`config.mk`:
```
export PLATFORM = sky130hd
export DESIGN_NAME = mem_stage
export DESIGN_NICKNAME = d
export VERILOG_FILES = /design/src/rtl/mem_stage.sv
export SDC_FILE = /design/constraint.sdc
export NUM_CORES = 1
export LEC_CHECK = 0
export ABC_AREA = 1
export CAP_MARGIN = 15
export CORE_MARGIN = 2
export CORE_UTILIZATION = 35
export DETAILED_ROUTE_END_ITERATION = 10
export PLACE_DENSITY = 0.92
export SLEW_MARGIN = 20
export SYNTH_ARGS = -nofsm -noshare
export SYNTH_HDL_FRONTEND = slang
export SYNTH_SLANG_ARGS = --single-unit
```
`constraint.sdc`:
```
create_clock -name clk -period 1.8 [get_ports clk]
set_clock_uncertainty 0.15 [all_clocks]
set_input_delay 0.27 -clock clk [delete_from_list [all_inputs] [get_ports clk]]
set_output_delay 0.27 -clock clk [all_outputs]
set_load 0.02 [all_outputs]
```
`src/rtl/mem_stage.sv`:
```
// Memory stage of the 16-bit pipeline: issues one request per access to a
// multi-cycle data memory, stalls upstream until mem_done, and owns MEM/WB.
module mem_stage #(
    parameter int TIMEOUT = 16,
    parameter int CNT_W   = 8
) (
    input  logic        clk,
    input  logic        rst,
    input  logic [15:0] instruction,
    input  logic [15:0] data_out,
    input  logic [15:0] data_two,
    input  logic [2:0]  write_sel,
    input  logic        Reg_write,
    input  logic        Mem_read,
    input  logic        Mem_write,
    input  logic        Mem_reg,
    input  logic        Mem_en,
    input  logic        halt,
    output logic [15:0] mem_addr,
    output logic [15:0] mem_wdata,
    output logic        mem_rd,
    output logic        mem_wr,
    input  logic [15:0] mem_rdata,
    input  logic        mem_done,
    input  logic        mem_stall,
    output logic        stall_o,
    output logic [15:0] wb_instruction_o,
    output logic [15:0] wb_data_o,
    output logic [2:0]  wb_write_sel_o,
    output logic        wb_reg_write_o,
    output logic        wb_halt_o,
    output logic        err_o
);

    typedef enum logic {IDLE = 1'b0, BUSY = 1'b1} state_t;

    localparam logic [CNT_W-1:0] CNT_LAST = CNT_W'(TIMEOUT - 1);

    state_t           state;
    state_t           state_nxt;
    logic [CNT_W-1:0] cnt;

    logic memop;
    logic misalign;
    logic req_ok;
    logic issue;
    logic timeout;
    logic pass;
    logic mem_complete;
    logic fault;

    logic [15:0] wb_data_nxt;
    logic        wb_reg_write_nxt;
    logic        wb_halt_nxt;

    assign memop    = Mem_en & (Mem_read | Mem_write);
    assign misalign = memop & data_out[0];
    // Once err_o is set, memory is never touched again until reset.
    assign req_ok   = memop & ~misalign & ~err_o;
    assign issue    = ~rst & (state == IDLE) & req_ok & ~mem_stall;
    assign timeout  = (state == BUSY) & ~mem_done & (cnt == CNT_LAST);

    assign mem_addr  = data_out;
    assign mem_wdata = data_two;

    always_ff @(posedge clk) begin
        if (rst) begin
            state <= IDLE;
            cnt   <= '0;
        end else begin
            state <= state_nxt;
            if (state == BUSY && !mem_done)
                cnt <= cnt + CNT_W'(1);
            else
                cnt <= '0;
        end
    end

    always_comb begin
        state_nxt = state;
        case (state)
            IDLE: if (issue && !mem_done) state_nxt = BUSY;
            BUSY: if (mem_done || timeout) state_nxt = IDLE;
            default: state_nxt = IDLE;
        endcase
    end

    always_comb begin
        mem_rd       = issue & Mem_read;
        mem_wr       = issue & Mem_write;
        stall_o      = 1'b0;
        pass         = 1'b0;
        mem_complete = 1'b0;
        fault        = 1'b0;
        if (!rst) begin
            case (state)
                IDLE: begin
                    pass         = ~memop;
                    mem_complete = issue & mem_done;
                    fault        = memop & ~req_ok;
                    stall_o      = req_ok & (mem_stall | ~mem_done);
                end
                BUSY: begin
                    mem_complete = mem_done;
                    fault        = timeout;
                    stall_o      = ~mem_done;
                end
                default: ;
            endcase
        end
        wb_data_nxt      = (mem_complete & Mem_reg) ? mem_rdata : data_out;
        wb_reg_write_nxt = (pass | mem_complete) & Reg_write;
        wb_halt_nxt      = fault | ((pass | mem_complete) & halt);
    end

    // MEM/WB register boundary
    always_ff @(posedge clk) begin
        if (rst) begin
            wb_instruction_o <= '0;
            wb_data_o        <= '0;
            wb_write_sel_o   <= '0;
            wb_reg_write_o   <= 1'b0;
            wb_halt_o        <= 1'b0;
            err_o            <= 1'b0;
        end else begin
            wb_instruction_o <= instruction;
            wb_data_o        <= wb_data_nxt;
            wb_write_sel_o   <= write_sel;
            wb_reg_write_o   <= wb_reg_write_nxt;
            wb_halt_o        <= wb_halt_nxt;
            err_o            <= err_o | fault;
        end
    end

endmodule

```
==> results.toml <==
[clocking]
clk_path_buf_depth = 2
cts_tree = "yes"
postCtsHoldBufs = 0
htree_num_levels = 2
clock_latency_ns = 0.29
cts_root_buffer = "clkbuf_8"
path_clk_slew_ns = 0.09
clock_sinks = 47
cts-buffers-inserted = 5
cts_setup_buffers = 0

[run_status]
status = "complete, no violations"

[setup_path]
cp_cell_sequence = "clkdlybuf4s50_1 > clkdlybuf4s50_1"
cp_max_fo = 2
r2r_start = "state$_SDFF_PP0_"
path_common_cell = "clkdlybuf4s50_1"
worst_ep_required_time_ns = 1.38
cpPeakStageDelay_ns = 0.60
end_kind = "output port"
path_class = "in -> out"
arrival_ns = 1.35
r2r_end = "wb_data_o[8]$_SDFF_PP0_"
startpoint_type = "primary input"
path_buf_inv = 2
reg2reg_slack_ns = 0.21
r2r_cells = 10
cp_top_family = "buffers and inverters"
slowest_stage = "clkdlybuf4s50_1"

[logic_synthesis]
syn-num-nets = 386
syn_area_um2 = 2170
synth_edf_count = 0
synthTopCellsByCount = "70 x inv_1, 51 x nor2_1, 47 x dfxtp_1"
synth_seq_cells = 47
ys_warn_count = 0
netlist_instances = 308
ys_seq_area_share_pct = 43.4
ys.flop_type = "dfxtp_1"
async_flop_share_pct = 0
synth_cell_types = 26
synth_area_leaders = "dfxtp_1 43%, inv_1 12%, buf_4 11%"
syn_area_per_cell_um2 = 7.04
yosys.cell_count.top_type = "inv_1"
netlist.area_leader.share_pct = 43.4
yosysTopAreaCell = "dfxtp_1"

[timing]
fmax_ghz = 0.565
hold_viol = 0
final.min_clock_period_ns = 1.77
setup_violations = 0
fin_tns_setup_ns = 0
tightest_slew_ns = 0.279
rsz0062_at_grt = "yes"
relSlewSlack_pct = 81.4
setup_ws_ns = 0.0307
fin_crit_sh_pct = 98.3
report.final.slew_viol_count = 0

[die]
start_util_pct = 36.4
die_area_um2 = 6840
die_h_um = 82.7
coreArea_um2 = 5960
fp.dieW_um = 82.7
num_rows = 28
ios = 150

[detailed_routing]
drtIter0Drc = 69
totalWireLength_mm = 5.67
post_drt_wl_per_cell_um = 11.6
antenna_left = 0
drcViolationCount = 0
via_per_inst = 4.28
vias = 2091
drtPass1Iterations = 4

[min_path]
whs_endpoint = "cnt[0]$_SDFF_PP0_"
hold_path.startpoint = "cnt[0]$_SDFF_PP0_"
hold_path_depth = 1
hp-class = "reg -> reg"

[finish]
area_growth_pct = 59.6
drive_gt1_share_pct = 13.1
n_antenna_cell = 0
final_nets = 490

[power_and_ir_drop]
power_density_nw_per_um2 = 646
power_leakage_nw = 1.79
irDropWorstVdd_v = 0.000324

[placed_design]
dp_hpwl_mm = 4.31
post-place-ws_ns = -0.548
gp_congestion = 0.797
portBuffers = 117

[global_route]
track_usage_pct = 16.4
antenna_found_initial = 0
grt_pass1_wl_mm = 8.63
grt_max_degree = 20
grt-ovfl-total = 0
grt_pass1_vias = 2095

[run]
drv_cap = 0
## placed cells by master, fill, tap and decap left out, types with 2 or more instances in the layout
master,n
clkdlybuf4s50_1,96
inv_1,70
dfxtp_1,47
nor2_1,46
nand2_1,44
buf_4,20
nand4_1,18
dlymetal6s2s_1,13
inv_2,11
nor2_2,5
o21ai_0,5
clkbuf_8,5
dlygate4sd2_1,5
a21oi_1,4
nand3_4,3
nand3_1,3
clkinv_2,2
nand2_2,2
nor2_4,2
nor3_1,2
## through the flow
stage | cells | utilization [%] | power (mW) | hold WS, ns | area [um2]
final | 488 | 58.1 | 2.24 | 0.312 | 3460
after global routing | 488 | 58.1 | 2.34 | 0.327 | 3460
after CTS | 487 | 56.9 | 2.26 | 0.312 | 3390
after detailed placement | 479 | 55.6 | 1.64 | 0.296 | 3310
after global placement | 479 | 55.6 | 1.63 | 0.279 | 3310
after floorplan | 308 | - | 1.40 | 0.223 | 2170
## kinds of logic (layout without fill, tap and decap cells)
family | after synthesis | count (layout) | synth area share [%]
simple gates | 128 | 129 | 26.5
buf+inv | 122 | 226 | 27.1
flops | 47 | 47 | 43.4
compound gates | 10 | 10 | 2.42
fa+ha+maj | 1 | 1 | 0.577
## sequential cells by signal (all words and copies together), names as in the netlist
register          cells
wb_write_sel_o        3
wb_reg_write_o        1
wb_data_o            16
cnt                   8
wb_instruction_o     16
state                 1
wb_halt_o             1
err_o                 1
## final cells by class
cell class                      count  area [um2]
Clock buffer                        6        72.6
Fill cell                         559        2490
Inverter                           82         309
Multi-Input combinational cell    140         691
Timing Repair Buffer              136        1340
Sequential cell                    47         941
Tap cell                           75        93.8
Clock inverter                      2        12.5
## how the worst max path moves through the flow
stage | from | endpoint | cells after the start
after floorplan | err_o$_SDFF_PP0_ | stall_o | 3
after global placement | Mem_write | stall_o | 6
after detailed placement | Mem_write | stall_o | 6
after CTS | mem_done | stall_o | 7
after global routing | Mem_en | mem_wr | 7
final | data_out[5] | mem_addr[5] | 2
## report_power, final
part | switching, mW | total, mW | internal (mW)
registers | 0.0135 | 1.10 | 1.09
clock network | 0.350 | 0.622 | 0.272
logic | 0.236 | 0.514 | 0.278
## layer usage
layer	vias up	global-route usage [%]	wire length, um
li1	1076	-	-
met1	933	16.1	2110
met2	70	31.0	3020
met3	12	4.67	438
met4	0	8.03	105
met5	-	0	0
## timing repair
item                       in CTS  in global routing
gates resized for setup        22                 21
setup endpoints to repair      11                 29
gates cloned                    0                  1
pin swaps                       2                  1
Note: power is estimated with default switching activity, not from simulation.
